[config.mk]
export PLATFORM = sky130hd
export DESIGN_NAME = mem_bus_arbiter
export DESIGN_NICKNAME = d
export VERILOG_FILES = /design/src/rtl/mem_bus_arbiter_pkg.sv /design/src/rtl/mem_bus_arbiter_timer.sv /design/src/rtl/mem_bus_arbiter.sv
export SDC_FILE = /design/constraint.sdc
export NUM_CORES = 1
export LEC_CHECK = 0
export CAP_MARGIN = 20
export CORE_MARGIN = 5
export CORE_UTILIZATION = 55
export CTS_BUF_LIST = sky130_fd_sc_hd__clkbuf_4 sky130_fd_sc_hd__clkbuf_8 sky130_fd_sc_hd__clkbuf_16
export CTS_CLUSTER_DIAMETER = 80
export CTS_CLUSTER_SIZE = 10
export DETAILED_ROUTE_END_ITERATION = 10
export DONT_BUFFER_PORTS = 1
export GPL_TIMING_DRIVEN = 0
export PLACE_DENSITY_LB_ADDON = 0.05
export RECOVER_POWER = 100
export SETUP_SLACK_MARGIN = 0.5
export SLEW_MARGIN = 20
export SYNTH_ARGS = -nofsm -noshare
export SYNTH_HDL_FRONTEND = slang
export SYNTH_SLANG_ARGS = --single-unit
[constraint.sdc]
create_clock -name clk -period 2.5 [get_ports clk]
set_input_delay 0.375 -clock clk [delete_from_list [all_inputs] [get_ports clk]]
set_output_delay 0.375 -clock clk [all_outputs]
set_load 0.05 [all_outputs]
[src/rtl/mem_bus_arbiter_pkg.sv]
// Shared types and constants for the instruction/data memory bus arbiter.
package mem_bus_arbiter_pkg;

    localparam int unsigned RegDataW = 32'd32;
    localparam int unsigned BusAddrW = 32'd32;
    localparam int unsigned BusSelW  = 32'd4;

    localparam logic [RegDataW-1:0] ZeroWord   = 32'h0000_0000;
    localparam logic [BusSelW-1:0]  ByteSelAll = 4'b1111;

    // Arbiter states; INST and DATA are the only states that drive the bus.
    typedef enum logic [1:0] {
        ArbIdle    = 2'b00,
        ArbInst    = 2'b01,
        ArbData    = 2'b10,
        ArbRecover = 2'b11
    } arb_state_e;

    // One latched bus transaction, held constant while it is on the bus.
    typedef struct packed {
        logic                we;
        logic [BusSelW-1:0]  sel;
        logic [BusAddrW-1:0] addr;
        logic [RegDataW-1:0] wdata;
    } bus_txn_t;

    // True while the given state owns the external bus.
    function automatic logic arb_on_bus(input arb_state_e state);
        return (state == ArbInst) || (state == ArbData);
    endfunction

endpackage

[src/rtl/mem_bus_arbiter_timer.sv]
// Bus timeout counter: cleared while the bus is idle, counts unacknowledged
// bus cycles, and flags expiry when the count reaches the limit.
module bus_timer #(
    parameter int unsigned TIMEOUT_CYCLES = 32'd255,
    parameter int unsigned CNT_W          = 32'd8
) (
    input  logic clk,
    input  logic rst,
    input  logic clear_i,
    input  logic inc_i,
    output logic expired_o
);

    localparam logic [CNT_W-1:0] Limit  = CNT_W'(TIMEOUT_CYCLES);
    localparam logic [CNT_W-1:0] CntOne = CNT_W'(32'd1);

    logic [CNT_W-1:0] cnt_r;

    // Count cycles spent on the bus without an acknowledge.
    always_ff @(posedge clk) begin
        if (rst) begin
            cnt_r <= '0;
        end else if (clear_i) begin
            cnt_r <= '0;
        end else if (inc_i) begin
            cnt_r <= cnt_r + CntOne;
        end else begin
            cnt_r <= cnt_r;
        end
    end

    // A limit of zero disables the timeout entirely.
    assign expired_o = (TIMEOUT_CYCLES != 32'd0) && (cnt_r == Limit);

endmodule

[src/rtl/mem_bus_arbiter.sv]
// Arbitrates the single external memory bus between instruction fetch and
// MEM-stage data accesses. Data has fixed priority; each transaction runs a
// req/ack handshake, ends with a one-cycle done pulse to its owner, and is
// followed by one recovery cycle so the owner can drop its request.
module mem_bus_arbiter
    import mem_bus_arbiter_pkg::*;
#(
    parameter int unsigned TIMEOUT_CYCLES = 32'd255,
    parameter int unsigned CNT_W          = 32'd8
) (
    input  logic                clk,
    input  logic                rst,
    input  logic                if_req_i,
    input  logic [BusAddrW-1:0] if_addr_i,
    output logic                if_done_o,
    output logic [RegDataW-1:0] if_rdata_o,
    input  logic                mem_req_i,
    input  logic                mem_we_i,
    input  logic [BusSelW-1:0]  mem_sel_i,
    input  logic [BusAddrW-1:0] mem_addr_i,
    input  logic [RegDataW-1:0] mem_wdata_i,
    output logic                mem_done_o,
    output logic [RegDataW-1:0] mem_rdata_o,
    output logic                bus_req_o,
    output logic                bus_we_o,
    output logic [BusSelW-1:0]  bus_sel_o,
    output logic [BusAddrW-1:0] bus_addr_o,
    output logic [RegDataW-1:0] bus_wdata_o,
    input  logic                bus_ack_i,
    input  logic [RegDataW-1:0] bus_rdata_i,
    output logic                bus_err_o,
    output logic                stallreq_o
);

    arb_state_e          state_r, state_s;
    bus_txn_t            txn_r, txn_s;
    logic                bus_req_r, bus_req_s;
    logic                if_done_r, if_done_s;
    logic                mem_done_r, mem_done_s;
    logic                bus_err_r, bus_err_s;
    logic [RegDataW-1:0] if_rdata_r, if_rdata_s;
    logic [RegDataW-1:0] mem_rdata_r, mem_rdata_s;
    logic                on_bus_s;
    logic                expired_s;

    assign on_bus_s = arb_on_bus(state_r);

    bus_timer #(
        .TIMEOUT_CYCLES(TIMEOUT_CYCLES),
        .CNT_W         (CNT_W)
    ) u_bus_timer (
        .clk      (clk),
        .rst      (rst),
        .clear_i  (~on_bus_s),
        .inc_i    (on_bus_s & ~bus_ack_i),
        .expired_o(expired_s)
    );

    // State register.
    always_ff @(posedge clk) begin
        if (rst) begin
            state_r <= ArbIdle;
        end else begin
            state_r <= state_s;
        end
    end

    // Next-state: grant data before fetch, finish on ack or timeout.
    always_comb begin
        state_s = state_r;
        case (state_r)
            ArbIdle: begin
                if (mem_req_i) begin
                    state_s = ArbData;
                end else if (if_req_i) begin
                    state_s = ArbInst;
                end else begin
                    state_s = ArbIdle;
                end
            end
            ArbInst, ArbData: begin
                if (bus_ack_i || expired_s) begin
                    state_s = ArbRecover;
                end else begin
                    state_s = state_r;
                end
            end
            ArbRecover: state_s = ArbIdle;
            default:    state_s = ArbIdle;
        endcase
    end

    // Output decode: next values of the latched transaction, done pulses,
    // read data and error flag. An ack in the expiry cycle counts as success.
    always_comb begin
        txn_s       = txn_r;
        if_done_s   = 1'b0;
        mem_done_s  = 1'b0;
        bus_err_s   = 1'b0;
        if_rdata_s  = if_rdata_r;
        mem_rdata_s = mem_rdata_r;
        bus_req_s   = arb_on_bus(state_s);
        case (state_r)
            ArbIdle: begin
                if (mem_req_i) begin
                    txn_s = '{we: mem_we_i, sel: mem_sel_i, addr: mem_addr_i, wdata: mem_wdata_i};
                end else if (if_req_i) begin
                    txn_s = '{we: 1'b0, sel: ByteSelAll, addr: if_addr_i, wdata: ZeroWord};
                end else begin
                    txn_s = txn_r;
                end
            end
            ArbInst: begin
                if (bus_ack_i) begin
                    if_done_s  = 1'b1;
                    if_rdata_s = bus_rdata_i;
                end else if (expired_s) begin
                    if_done_s  = 1'b1;
                    if_rdata_s = ZeroWord;
                    bus_err_s  = 1'b1;
                end else begin
                    if_done_s  = 1'b0;
                end
            end
            ArbData: begin
                if (bus_ack_i) begin
                    mem_done_s = 1'b1;
                    if (!txn_r.we) begin
                        mem_rdata_s = bus_rdata_i;
                    end else begin
                        mem_rdata_s = mem_rdata_r;
                    end
                end else if (expired_s) begin
                    mem_done_s  = 1'b1;
                    mem_rdata_s = ZeroWord;
                    bus_err_s   = 1'b1;
                end else begin
                    mem_done_s  = 1'b0;
                end
            end
            ArbRecover: begin
                txn_s = txn_r;
            end
            default: begin
                txn_s = txn_r;
            end
        endcase
    end

    // Output registers; reset discards any latched transaction.
    always_ff @(posedge clk) begin
        if (rst) begin
            txn_r       <= '{we: 1'b0, sel: 4'b0000, addr: ZeroWord, wdata: ZeroWord};
            bus_req_r   <= 1'b0;
            if_done_r   <= 1'b0;
            mem_done_r  <= 1'b0;
            bus_err_r   <= 1'b0;
            if_rdata_r  <= ZeroWord;
            mem_rdata_r <= ZeroWord;
        end else begin
            txn_r       <= txn_s;
            bus_req_r   <= bus_req_s;
            if_done_r   <= if_done_s;
            mem_done_r  <= mem_done_s;
            bus_err_r   <= bus_err_s;
            if_rdata_r  <= if_rdata_s;
            mem_rdata_r <= mem_rdata_s;
        end
    end

    assign bus_req_o   = bus_req_r;
    assign bus_we_o    = txn_r.we;
    assign bus_sel_o   = txn_r.sel;
    assign bus_addr_o  = txn_r.addr;
    assign bus_wdata_o = txn_r.wdata;
    assign if_done_o   = if_done_r;
    assign mem_done_o  = mem_done_r;
    assign if_rdata_o  = if_rdata_r;
    assign mem_rdata_o = mem_rdata_r;
    assign bus_err_o   = bus_err_r;

    // Stall while a request is pending and not completing this cycle.
    assign stallreq_o = (mem_req_i & ~mem_done_r) | (if_req_i & ~if_done_r);

endmodule

==> flow_summary_export.csv, run 1 <==
group,metric,value,unit
power_and_ir_drop,irDropWorstVdd,0.000551,V
global_routing,grt_pass1_wl,23000,um
die,initial_core_util,0.556,
detailed_routing,wl_per_cell,20.8,um
cts,root_buffer,"clkbuf_8",
timing,final_max_slew_viol_count,0,
worst_setup_path,regToRegEndpoint,"mem_rdata_o[8]",
timing,fin_ws,0.473,ns
global_routing,grt_max_degree,17,
die,coreArea,0.00964,sq mm
cts,h-tree-depth,4,
logic_synthesis,ys.flop_type,"dfxtp_1",
finish,fill_cells,797,
logic_synthesis,synth_seq_area_share,0.549,
timing,whs,0.0219,ns
worst_hold_path,holdCritPathClass,"in -> reg",
die,rows,36,
worst_setup_path,crit_path_end_kind,"primary output",
logic_synthesis,yosys.area.top_type_share,0.549,
timing,slew_headroom,0.569,
placed_design,placed_area,0.00552,sq mm
logic_synthesis,async_flop_share,0,
die,dieArea,0.0118,sq mm
worst_setup_path,slowest_stage,"o22ai_2",
cts,clk_path_buf_depth,2,
global_routing,grt_usage,0.256,
worst_setup_path,crit_cells,1,
placed_design,dp_slack,0.600,ns
placed_design,dp_hpwl,11100,um
finish,fin_nets,735,
logic_synthesis,yosys.cell_types.count,36,
outcome,status,"completed",
cts,path_clk_slew,0.07,ns
detailed_routing,vias,4306,
die,dieHeight,109,um
finish,num_antenna_cells,0,
worst_setup_path,startpoint,"mem_done_o",
cts,cts_sinks,147,
logic_synthesis,synth_common_cells,"dfxtp_1, nor2_1, a22oi_1",
finish,area_growth,22.1,%
placed_design,gp_congestion,0.770,
logic_synthesis,yosys.area.top_type,"dfxtp_1",
finish,final_cell_area,0.00654,sq mm
logic_synthesis,synth.most_common_cell,"dfxtp_1",
global_routing,grt_pass1_vias,4393,
detailed_routing,drtIter0Drc,294,
timing,clock_skew,0.0103,ns
worst_setup_path,arrival,1.65,ns
timing,rsz0062_at_grt,"false",
detailed_routing,postRouteAntennaNets,0,
global_routing,antenna_found_initial,0,
timing,worst_pin_slew,0.648,ns
timing,fmax,493,MHz
cts,cts_buffers,17,
logic_synthesis,syn_nets,671,
logic_synthesis,syn-cell-area,0.00536,sq mm
die,die_x,109,um
worst_setup_path,r2r_start,"bus_we_o",
placed_design,place.port_buffers,0,
die,io_pins,276,
logic_synthesis,yosys-top-cells-area,"dfxtp_1, a22oi_1, nor2_1, mux2i_1, a22o_1",
timing,layout_min_cycle_time,2.03,ns
worst_setup_path,rr_worst_depth,5,
power_and_ir_drop,powerDensity,938,mW/mm^2
worst_setup_path,path_delay_family,"compound AO/OA/AOI/OAI gates",
power_and_ir_drop,power_leakage,2.60,nW
logic_synthesis,ys_seq_elements,147,
run,cap_violations,0,
detailed_routing,wl,15400,um
detailed_routing,first_pass_iters,5,
logic_synthesis,synth-edff-count,0,
worst_setup_path,max_stage_delay,0.63,ns
worst_setup_path,path_class,"reg -> out",
detailed_routing,viasPerCell,5.83,
worst_setup_path,critPathRequiredTime,2.12,ns
timing,period_share,0.811,
worst_setup_path,ff2ff_setup_slack,0.57,ns
worst_setup_path,crit_chain,"o22ai_2",
cts,clk-insertion-delay-late,0.52,ns
worst_setup_path,endpoint,"stallreq_o",
timing,hold_viol,0,
detailed_routing,drc,0,
global_routing,grt_remaining_overflow,0,
cts,cts_tree,"done",
timing,finalSetupTns,0,ns
worst_setup_path,worst-path-buf-inv,0,
worst_setup_path,startpoint_type,"flip-flop",
logic_synthesis,synth_warnings,0,
worst_hold_path,hold_path_startpoint,"mem_sel_i[1]",
logic_synthesis,syn-mean-instance-area,10.1,sq um
logic_synthesis,syn-instance-count,528,
finish,layout-drive-gt1-share,0.0926,
worst_setup_path,critical_path.max_fanout,2,
timing,setup_viol_count_final,0,
## cell usage in the layout (no fill, tap or decap), types with 5 or more instances in the layout
master,synthesis,routed
a22oi_1,66,66
nor3_1,4,5
dlygate4sd3_1,0,45
nand3_1,4,5
a211oi_1,32,32
dfxtp_1,147,147
nor2_1,123,124
clkbuf_1,16,25
a22o_1,32,32
buf_2,23,16
ha_1,5,5
mux2i_1,33,33
clkbuf_16,0,16
## worst min path at each step
stage	endpoint	cells past startpoint
finish	bus_sel_o[1]	2
global route	if_rdata_o[8]	2
detailed placement	mem_rdata_o[14]	1
floorplan	u_bus_timer.cnt_r[1]	2
CTS	if_rdata_o[12]	2
global placement	mem_rdata_o[12]	1
## routing by layer
layer / vias to the layer above / wire, um / share of wire / track usage
met5: - / 0 / 0 / 0
met1: 2035 / 5410 / 0.35 / 0.273
met4: 0 / 285 / 0.019 / 0.102
li1: 2021 / - / - / -
met2: 223 / 7860 / 0.51 / 0.437
met3: 27 / 1800 / 0.12 / 0.120
## state kept, by name (all words and copies together), names as in the netlist
signal and count:
bus_err_o 1, mem_done_o 1, state_r 2, bus_addr_o 32
bus_we_o 1, bus_sel_o 4, if_rdata_o 32, mem_rdata_o 32
bus_wdata_o 32, if_done_o 1, bus_req_o 1, u_bus_timer.cnt_r 8
## cell type report
| cell class | count | area, sq um | area share |
|---|---|---|---|
| sequential | 147 | 2940 | 0.450 |
| multi-input combinational | 331 | 2140 | 0.328 |
| clock buffer | 21 | 450 | 0.0689 |
| timing repair buffer | 45 | 450 | 0.0689 |
| buffer | 46 | 219 | 0.0335 |
| tap | 133 | 166 | 0.0254 |
| clock inverter | 11 | 153 | 0.0233 |
| inverter | 4 | 15.0 | 0.00230 |
## what timing repair did
item	4_1_cts	5_1_grt
endpoints found under the setup margin	1	0
buffers inserted	0	0
resized for setup	2	0
hold buffers	42	3
endpoints found under the hold margin	45	3
## where the power goes
| group | internal, mW | leakage (nW) | switching (mW) |
|---|---|---|---|
| clock | 1.59 | 0.289 | 0.973 |
| combinational | 0.226 | 1.11 | 0.287 |
| sequential | 2.48 | 1.20 | 0.583 |
| total | 4.30 | 2.60 | 1.84 |
## kinds of logic after synthesis
| kind of cell | after synthesis | synth area share |
|---|---|---|
| AOI/OAI and AO/OA | 138 | 0.200 |
| DFF | 147 | 0.549 |
| buffers and inverters | 50 | 0.0481 |
| and+or+nand+nor | 147 | 0.116 |
| adders and majority gates | 5 | 0.0117 |
| xor gates and xnor gates | 8 | 0.0131 |
| muxes | 33 | 0.0617 |
## per-stage QoR
step | power [mW] | instances | util
floorplan | 3.44 | 528 | -
global placement | 3.56 | 661 | 0.573
detailed placement | 3.58 | 661 | 0.573
CTS | 6.18 | 735 | 0.681
global route | 6.36 | 738 | 0.679
finish | 6.14 | 738 | 0.679
Power figures use the tool's default switching activity.
==> run 2: changes to the inputs <==
--- a/config.mk
+++ b/config.mk
@@ -5,6 +5,7 @@
 export SDC_FILE = /design/constraint.sdc
 export NUM_CORES = 1
 export LEC_CHECK = 0
+export ABC_AREA = 1
 export CAP_MARGIN = 20
 export CORE_MARGIN = 5
 export CORE_UTILIZATION = 55
==> constraint.sdc (replaced) <==
create_clock -name clk -period 1.87 [get_ports clk]
set_input_delay 0.2805 -clock clk [delete_from_list [all_inputs] [get_ports clk]]
set_output_delay 0.2805 -clock clk [all_outputs]
set_load 0.05 [all_outputs]
==> flow_summary_export.csv, run 2 <==
group,metric,value,unit
detailed_routing,postRouteAntennaNets,0,
worst_hold_path,hold_depth,4,
logic_synthesis,synth-edff-count,0,
die,die_x,113,um
detailed_routing,drtIter0Drc,742,
power_and_ir_drop,power_leakage,3.51,nW
logic_synthesis,synth_seq_area_share,0.505,
finish,mostFrequentLayoutCell,"nand2_1",
cts,h-tree-depth,4,
logic_synthesis,syn-instance-count,780,
power_and_ir_drop,irDropWorstVdd,0.000662,V
die,dieHeight,113,um
logic_synthesis,synth_common_cells,"nand2_1, dfxtp_1, a21oi_1",
logic_synthesis,syn-cell-area,0.00582,sq mm
global_routing,grt_max_degree,17,
logic_synthesis,syn-mean-instance-area,7.47,sq um
placed_design,gp_congestion,0.884,
cts,clk-insertion-delay-late,0.53,ns
timing,finalSetupTns,0,ns
cts,cts_sinks,147,
logic_synthesis,syn_nets,923,
timing,fmax,567,MHz
detailed_routing,drc,0,
detailed_routing,viasPerCell,6.10,
run,cap_violations,0,
timing,slew_headroom,0.496,
timing,layout_min_cycle_time,1.77,ns
logic_synthesis,ys.flop_type,"dfxtp_1",
logic_synthesis,ys_seq_elements,147,
worst_setup_path,critPathRequiredTime,2.33,ns
logic_synthesis,yosys.cell_types.count,24,
worst_setup_path,crit_path_end_kind,"flip-flop",
finish,area_growth,51.6,%
global_routing,antenna_found_initial,0,
timing,fin_ws,0.105,ns
detailed_routing,m1WireLength,8690,um
logic_synthesis,synth.most_common_cell,"nand2_1",
logic_synthesis,yosys-top-cells-area,"dfxtp_1, nand2_1, a21oi_1, nand3_1, a31oi_1",
logic_synthesis,yosys.area.top_type,"dfxtp_1",
finish,fin_nets,1108,
outcome,status,"completed",
die,coreArea,0.0103,sq mm
timing,final_max_slew_viol_count,0,
timing,clock_skew,0.0102,ns
detailed_routing,wl_met3,2780,um
global_routing,grt_remaining_overflow,0,
logic_synthesis,yosys.area.top_type_share,0.505,
detailed_routing,first_pass_iters,6,
placed_design,dp.cells,916,
cts,clk_path_buf_depth,2,
timing,setup_viol_count_final,0,
detailed_routing,top_layer,"met4",
timing,rsz0062_at_grt,"true",
placed_design,place.port_buffers,0,
placed_design,dp_hpwl,13600,um
die,io_pins,276,
detailed_routing,vias,6799,
timing,worst_pin_slew,0.755,ns
cts,cts_buffers,17,
timing,hold_viol,0,
finish,layout-drive-gt1-share,0.213,
cts,cts_tree,"done",
worst_setup_path,critical_path.max_fanout,5,
die,dieArea,0.0127,sq mm
timing,period_share,0.944,
power_and_ir_drop,powerDensity,972,mW/mm^2
cts,path_clk_slew,0.07,ns
cts,root_buffer,"clkbuf_8",
worst_setup_path,arrival,2.22,ns
logic_synthesis,async_flop_share,0,
logic_synthesis,synth_warnings,0,
global_routing,grt_usage,0.338,
finish,final_cell_mix,"nand2_1, dfxtp_1, dlygate4sd3_1, a21oi_1, nand3_1",
placed_design,dp_slack,0.121,ns
detailed_routing,dr_wl_met2,12800,um
die,rows,37,
finish,layoutNonFillerInstCount,1115,
worst_setup_path,startpoint_type,"flip-flop",
worst_hold_path,holdCritPathClass,"in -> reg",
global_routing,grt_pass1_vias,6380,
worst_setup_path,rr_worst_depth,6,
worst_setup_path,path_class,"reg -> reg",
die,initial_core_util,0.564,
detailed_routing,wl_per_cell,23.1,um
global_routing,grt_pass1_wl,34200,um
detailed_routing,wl,25800,um
run 2: cell families (layout without fill, tap and decap cells):
kind of cell               after synthesis  after routing  synth area share
DFF                                    147            147             0.505
and+or+nand+nor                        353            354             0.242
other                                    0              1                 0
AOI/OAI and AO/OA                      181            181             0.171
adders and majority gates                5              5            0.0107
buffers and inverters                   94            291            0.0711
run 2: layer usage:
layer / vias to the layer above / global-route usage
met5: - / 0
met3: 133 / 0.121
li1: 2938 / -
met1: 3199 / 0.368
met2: 529 / 0.580
met4: 0 / 0.171
run 2: cell type report:
type,count,area [sq um]
Sequential cell,147,2960
Tap cell,136,170
Buffer,58,405
Timing Repair Buffer,165,1710
Antenna cell,1,2.50
Clock buffer,20,455
Fill cell,587,1490
Multi-Input combinational cell,540,2890
Clock inverter,12,97.6
Inverter,36,145
run 2: worst max-delay path: stages (launching register included):
cell,delay (ns)
dfxtp_1,0.81
o21ai_4,0.21
buf_6,0.18
nand2_8,0.09
buf_8,0.14
nand2_2,0.07
a21oi_2,0.17
run 2: worst paths after layout:
kind / start / endpoint / slack [ns]
worst min register to register: u_bus_timer.cnt_r[2] / u_bus_timer.cnt_r[2] / 0.47
worst min-delay path: bus_rdata_i[22] / mem_rdata_o[22] / 0.03
worst max-delay path: bus_we_o / mem_rdata_o[11] / 0.10
worst max register to register: bus_we_o / mem_rdata_o[11] / 0.10
run 2: stage by stage:
stage                     hold WS (ns)  utilization  instance area [sq um]  total power, mW
after floorplan                  0.429            -                   5850             4.62
after global placement           0.432        0.583                   6020             4.81
after detailed placement         0.435        0.583                   6020             4.83
after CTS                      0.00508        0.819                   8450             8.32
after global routing            0.0251        0.855                   8830             8.81
final                           0.0305        0.855                   8830             8.58
run 2: repair_timing:
item                                   in CTS  in global routing
hold buffers                              131                  0
cloned                                      4                  7
endpoints found under the hold margin     107                  0
pin swaps                                  16                 32
setup endpoints to repair                 279                131
setup buffers                              15                  9
gates resized for setup                   216                148
run 2: power by group:
part / switching [mW] / internal (mW)
registers: 0.789 / 3.31
clock network: 1.45 / 1.76
logic: 0.708 / 0.559
